$ cat config.mk
export PLATFORM = sky130hd
export DESIGN_NAME = ppu_line_tracker
export DESIGN_NICKNAME = d
export VERILOG_FILES = /design/src/rtl/ppu_line_tracker_pkg.sv /design/src/rtl/ppu_line_tracker_irq_ch.sv /design/src/rtl/ppu_line_tracker.sv
export SDC_FILE = /design/constraint.sdc
export NUM_CORES = 1
export LEC_CHECK = 0
export ABC_AREA = 1
export ABC_CLOCK_PERIOD_IN_PS = 2000
export BUFFER_PORTS_ARGS = -buffer_cell sky130_fd_sc_hd__clkbuf_2
export CAP_MARGIN = 20
export CORE_MARGIN = 2
export CORE_UTILIZATION = 39
export CTS_BUF_LIST = sky130_fd_sc_hd__clkbuf_16
export CTS_CLUSTER_SIZE = 10
export DETAILED_ROUTE_END_ITERATION = 8
export PLACE_DENSITY_LB_ADDON = 0.3
export SYNTH_ARGS = -nofsm -noshare
export SYNTH_HDL_FRONTEND = slang
export SYNTH_SLANG_ARGS = --single-unit
$ cat constraint.sdc
create_clock -name clk -period 2 [get_ports clk]
set_input_delay 0.3 -clock clk [delete_from_list [all_inputs] [get_ports clk]]
set_output_delay 0.3 -clock clk [all_outputs]
set_load 0.01 [all_outputs]
$ cat src/rtl/ppu_line_tracker_pkg.sv
// Shared constants and small helpers for the PPU scanline tracker.
package ppu_trk_pkg;

  localparam int unsigned SPR_LO    = 128;
  localparam int unsigned SPR_HI    = 159;
  localparam int unsigned FETCH_MAX = 255;
  localparam logic [1:0]  EQ_SAT    = 2'd2;

  typedef logic [13:0] ppu_addr_t;
  typedef logic [7:0]  fetch_t;

  function automatic fetch_t fetch_inc(input fetch_t v);
    return (v == fetch_t'(FETCH_MAX)) ? v : v + fetch_t'(1);
  endfunction

  function automatic logic in_spr_window(input fetch_t v);
    return (v >= fetch_t'(SPR_LO)) && (v <= fetch_t'(SPR_HI));
  endfunction

  function automatic logic [1:0] eq_inc(input logic [1:0] v);
    return (v == EQ_SAT) ? EQ_SAT : v + 2'd1;
  endfunction

endpackage

$ cat src/rtl/ppu_line_tracker_irq_ch.sv
// One scanline-compare channel: a sticky pending flag set when the new line matches.
module line_irq_ch
  import ppu_trk_pkg::*;
#(
  parameter int LINE_W = 8
) (
  input  logic              clk,
  input  logic              rst_n,
  input  logic              line_stb_qual,
  input  logic [LINE_W-1:0] line_cnt_next,
  input  logic [LINE_W-1:0] cmp_val,
  input  logic              ack,
  input  logic              clear,
  output logic              pend
);

  logic pend_q;
  logic pend_d;
  logic hit;

  always_comb begin
    hit = line_stb_qual && (line_cnt_next == cmp_val) && (cmp_val != '0);
  end

  // Frame exit beats a new hit, and a new hit beats an acknowledge.
  always_comb begin
    pend_d = pend_q;
    if (clear) begin
      pend_d = 1'b0;
    end else if (hit) begin
      pend_d = 1'b1;
    end else if (ack) begin
      pend_d = 1'b0;
    end
  end

  always_ff @(posedge clk or negedge rst_n) begin
    if (!rst_n) begin
      pend_q <= 1'b0;
    end else begin
      pend_q <= pend_d;
    end
  end

  assign pend = pend_q;

endmodule

$ cat src/rtl/ppu_line_tracker.sv
// Scanline boundary detection (three identical nametable reads), in-frame
// watchdog on CPU M2 edges, line/fetch counters and per-channel compare IRQs.
module ppu_line_tracker
  import ppu_trk_pkg::*;
#(
  parameter int CH      = 2,
  parameter int LINE_W  = 8,
  parameter int TIMEOUT = 4
) (
  input  logic                 clk,
  input  logic                 map_rst_n,
  input  logic                 ppu_oe_n,
  input  logic [13:0]          ppu_addr,
  input  logic                 m2_fall,
  input  logic                 bgr_on,
  input  logic [CH*LINE_W-1:0] cmp_val,
  input  logic [CH-1:0]        irq_en,
  input  logic [CH-1:0]        ack,
  output logic                 in_frame,
  output logic [LINE_W-1:0]    line_cnt,
  output logic [7:0]           fetch_cnt,
  output logic                 spr_fetch,
  output logic                 line_stb,
  output logic [CH-1:0]        irq_pend,
  output logic                 irq
);

  localparam int TMO_W = $clog2(TIMEOUT + 1);

  logic              ppu_oe_n_q,  ppu_oe_n_d;
  ppu_addr_t         last_addr_q, last_addr_d;
  logic [1:0]        eq_cnt_q,    eq_cnt_d;
  logic [TMO_W-1:0]  tmo_q,       tmo_d;
  logic [LINE_W-1:0] line_cnt_q,  line_cnt_d;
  fetch_t            fetch_cnt_q, fetch_cnt_d;
  logic              line_stb_q,  line_stb_d;

  logic              rd_stb;
  logic              addr_match;
  logic              boundary;
  logic              in_frame_int;
  logic              line_stb_qual;
  logic [LINE_W-1:0] line_cnt_next;
  logic [CH-1:0]     pend_w;

  // Read strobe is the falling edge of /OE; the address is taken in the same cycle.
  always_comb begin
    rd_stb        = ppu_oe_n_q & ~ppu_oe_n;
    addr_match    = (ppu_addr == last_addr_q) & ppu_addr[13];
    boundary      = rd_stb & addr_match & (eq_cnt_q == 2'd1);
    in_frame_int  = (tmo_q != '0) & bgr_on;
    line_stb_qual = boundary & in_frame_int;
    line_cnt_next = line_cnt_q + LINE_W'(1);
  end

  always_comb begin
    ppu_oe_n_d  = ppu_oe_n;
    last_addr_d = last_addr_q;
    eq_cnt_d    = eq_cnt_q;
    if (rd_stb) begin
      last_addr_d = ppu_addr;
      eq_cnt_d    = addr_match ? eq_inc(eq_cnt_q) : 2'd0;
    end
  end

  // A read reloads the watchdog even if an M2 edge lands in the same cycle.
  always_comb begin
    tmo_d = tmo_q;
    if (rd_stb) begin
      tmo_d = TMO_W'(TIMEOUT);
    end else if (m2_fall && (tmo_q != '0)) begin
      tmo_d = tmo_q - TMO_W'(1);
    end
  end

  always_comb begin
    line_cnt_d = line_cnt_q;
    if (!in_frame_int) begin
      line_cnt_d = '0;
    end else if (boundary) begin
      line_cnt_d = line_cnt_next;
    end
  end

  always_comb begin
    fetch_cnt_d = fetch_cnt_q;
    if (boundary) begin
      fetch_cnt_d = '0;
    end else if (rd_stb) begin
      fetch_cnt_d = fetch_inc(fetch_cnt_q);
    end
    line_stb_d = boundary;
  end

  always_ff @(posedge clk or negedge map_rst_n) begin
    if (!map_rst_n) begin
      ppu_oe_n_q  <= 1'b1;
      last_addr_q <= '0;
      eq_cnt_q    <= '0;
      tmo_q       <= '0;
      line_cnt_q  <= '0;
      fetch_cnt_q <= '0;
      line_stb_q  <= 1'b0;
    end else begin
      ppu_oe_n_q  <= ppu_oe_n_d;
      last_addr_q <= last_addr_d;
      eq_cnt_q    <= eq_cnt_d;
      tmo_q       <= tmo_d;
      line_cnt_q  <= line_cnt_d;
      fetch_cnt_q <= fetch_cnt_d;
      line_stb_q  <= line_stb_d;
    end
  end

  for (genvar i = 0; i < CH; i++) begin : g_ch
    line_irq_ch #(
      .LINE_W (LINE_W)
    ) u_ch (
      .clk           (clk),
      .rst_n         (map_rst_n),
      .line_stb_qual (line_stb_qual),
      .line_cnt_next (line_cnt_next),
      .cmp_val       (cmp_val[i*LINE_W +: LINE_W]),
      .ack           (ack[i]),
      .clear         (~in_frame_int),
      .pend          (pend_w[i])
    );
  end

  always_comb begin
    in_frame  = in_frame_int;
    line_cnt  = line_cnt_q;
    fetch_cnt = fetch_cnt_q;
    spr_fetch = in_spr_window(fetch_cnt_q);
    line_stb  = line_stb_q;
    irq_pend  = pend_w;
    irq       = |(pend_w & irq_en);
  end

endmodule

==> metrics.txt <==
mean area per synthesized cell=about 6.6 sq um; first-pass GRT wire length=slightly above 10 mm; Mapped Nets=approximately 460; status=finished, final reports clean; Syn Std Cell Area=0.00270 sq mm; largest family of logic cells by synthesized area=simple AND/OR/NAND/NOR gates; CP most frequent cell=inv_1; final clock skew=about 3.0 ps; reg-to-reg critical path startpoint=line_cnt[1]$_DFFE_PN0P_; RSZ-0062 raised after global routing=no; die height=87.3 um; via/cell ratio=just under 5; peak supply drop=between 0.5 and 0.6 mV; IO buf count=60; Post-Synth Simple-Gate Area=a little under two fifths; Cell Pwr Density=around 780 mW/mm^2; vias in the first global route=between 2,000 and 2,500; Routed Wire Length=between 6 and 7 mm; sequential area share after synthesis=a little over a third; GRT Total Usage=17.0%; hpwl dp=4.85 mm; setup TNS=0 ps; Max Cap Viol=0; pre-CTS WS=311 ps; Nets=between 500 and 600; FILL cells=~700; #FFs+latches synth=39; hold_buf cts=0; P&R area growth vs syn=19.3%; Fmax=0.540 GHz; Final Power=between 2 and 3 mW; I/O Pins=slightly above 60; Worst-path clk slew=60 ps; Clock Latency Late Sink=roughly 280 ps; RD Place Congestion=a little over 0.9; Final period util=about 93%; Post-synth EDFFs=0; antenna-violating nets left=0; CTS resizes=0; Initial DRT Pass Iterations=4; global route overflow=0; share of cells above drive strength 1=19.8%; Placement Cell Area=0.00309 sq mm; Top FF cell, synth=dfrtp_1; Core Region=a little under 0.007 sq mm; die area=around 0.0076 sq mm; Avg WL per Cell=~11 um; mux share of post-synthesis cell area=0%; synth unique cells=31; crit end category=primary output; CP max FO=4; routed via count=between 2,000 and 3,000; Worst slew margin=62.2%; final core occ=47.8%; Final min period=between 1500 and 2000 ps; initial antenna violation count=0; ANT cells=0; startpoint types=flop; Post-synth ARST share=100%; H-tree depth=2; Finished Layout Cells=555; Pleak=between 1.5 and 2 nW; CTS tree=done; Synth Area in Compound Gates=under 10%; Iter 0 DRT Violations=between 80 and 90; worst r2r path cells=10; setup slack after layout=~150 ps; CP max stage delay=320 ps; Post-CTS Setup Bufs=0; Die W=87.3 um; HP Class=input pin to async pin; CTS Buf Count=5; post-synthesis cell count=between 400 and 500; largest net degree at the start of global routing=28; WHS=about 1.1 ps; Setup crit start=tmo_q[0]$_DFFE_PN0P_; root buffer cell=clkbuf_16; critical path data arrival time=1550 ps; Synth Area in XOR/XNOR=1.62%; Max Slew Vio Count=0; transition time of the tightest slew-check pin=between 500 and 600 ps; num rows=30; placed insts=around 550; DRC=0; data required time of the worst path=1700 ps; Hold Vio Cnt, Final=0; final setup fails=0; Synth Area in Adders=~3.2%; Crit-path slowest cell=dfrtp_1; Finished Cell Area=between 0.003 and 0.004 sq mm; clock buffer depth=2; clk sink count=39; YS warnings=0; Initial Utilization=~40%; critical path type=flop to primary output; crit-path cells=inv_1 > ha_1 > ha_1 > inv_1 > nand2_1 > inv_1 > clkbuf_2
-- cell usage after synthesis (2+ instances only) --
master    count  area, sq um
nand3_1      35          175
nor2_1       35          131
o22ai_1       6         37.5
nand4_1       6         37.5
nand3_2       2         20.0
o21ai_0      25          125
inv_1        78          293
xor2_1        4         35.0
nand3b_1      3         22.5
nor2_2        5         31.3
nor2_4        2         22.5
nor3_2        2         20.0
buf_4         3         22.5
dfrtp_1      38          951
a21oi_1       4         20.0
clkbuf_1      2         7.51
nor3_1        3         15.0
ha_1          7         87.6
inv_2         3         11.3
nand2_2       5         31.3
nand2_1     132          495
-- cell usage in the layout, fill, tap and decap left out, types with 2 or more instances in the layout --
cell type / count
a21oi_1: 4
buf_4: 4
clkbuf_16: 5
clkbuf_2: 60
dfrtp_1: 38
ha_1: 7
inv_1: 78
inv_2: 3
nand2_1: 132
nand2_2: 5
nand3_1: 35
nand3_2: 2
nand3b_1: 3
nand4_1: 6
nor2_1: 35
nor2_2: 5
nor2_4: 2
nor3_1: 3
nor3_2: 2
o21ai_0: 25
o22ai_1: 6
xor2_1: 4
-- logic make-up after synthesis --
kind of cell	count (synthesis)
flops	39
xor+xnor	5
fa+ha+maj	7
buf+inv	87
compound gates	40
simple gates	232
-- flip-flops by register name, indices dropped and copies added (netlist names) --
| signal | count |
|---|---|
| last_addr_q | 14 |
| fetch_cnt | 8 |
| line_cnt | 8 |
| tmo_q | 3 |
| eq_cnt_q | 2 |
| g_ch.u_ch.pend | 2 |
| line_stb | 1 |
| ppu_oe_n_q | 1 |
-- final timing paths --
path / slack, ps / end
max: 150 / in_frame
min: 1 / fetch_cnt[0]$_DFFE_PN0P_
max reg2reg: 310 / g_ch[1].u_ch.pend$_DFFE_PN0P_
min reg2reg: 510 / last_addr_q[10]$_DFFE_PN0P_
max in group asynchronous: 1420 / last_addr_q[0]$_DFFE_PN0P_
min in group clk: 120 / ppu_oe_n_q$_DFF_PN1_
-- routing by layer --
layer / GRT usage, % / part of all wire, %
met5: 0 / 0
met4: 4.90 / 1.2
met1: 22.8 / 49
met2: 27.5 / 45
met3: 3.98 / 5.5
-- cell type report --
type / instances / area, sq um / share of cell area [%]
inverter: 81 / 304 / 9.42
tap: 80 / 100 / 3.10
sequential: 39 / 977 / 30.3
multi-input combinational: 284 / 1380 / 42.8
timing repair buffer: 64 / 330 / 10.2
clock inverter: 2 / 8.76 / 0.271
clock buffer: 5 / 125 / 3.88
-- power breakdown --
| group | switching (mW) | leakage [nW] | internal, mW |
|---|---|---|---|
| Clock | 0.304 | 0.0671 | 0.448 |
| Sequential | 0.123 | 0.488 | 0.922 |
| Combinational | 0.431 | 1.27 | 0.276 |
-- worst max-delay path: cells and delay by family, from the launching register on --
kind                     cells  cell delay [ps]
AND/OR/NAND/NOR              1              110
flip-flops                   1              320
buffers and inverters        4              440
adder cells (fa/ha/maj)      2              410
Note: power is estimated with default switching activity, not from simulation.
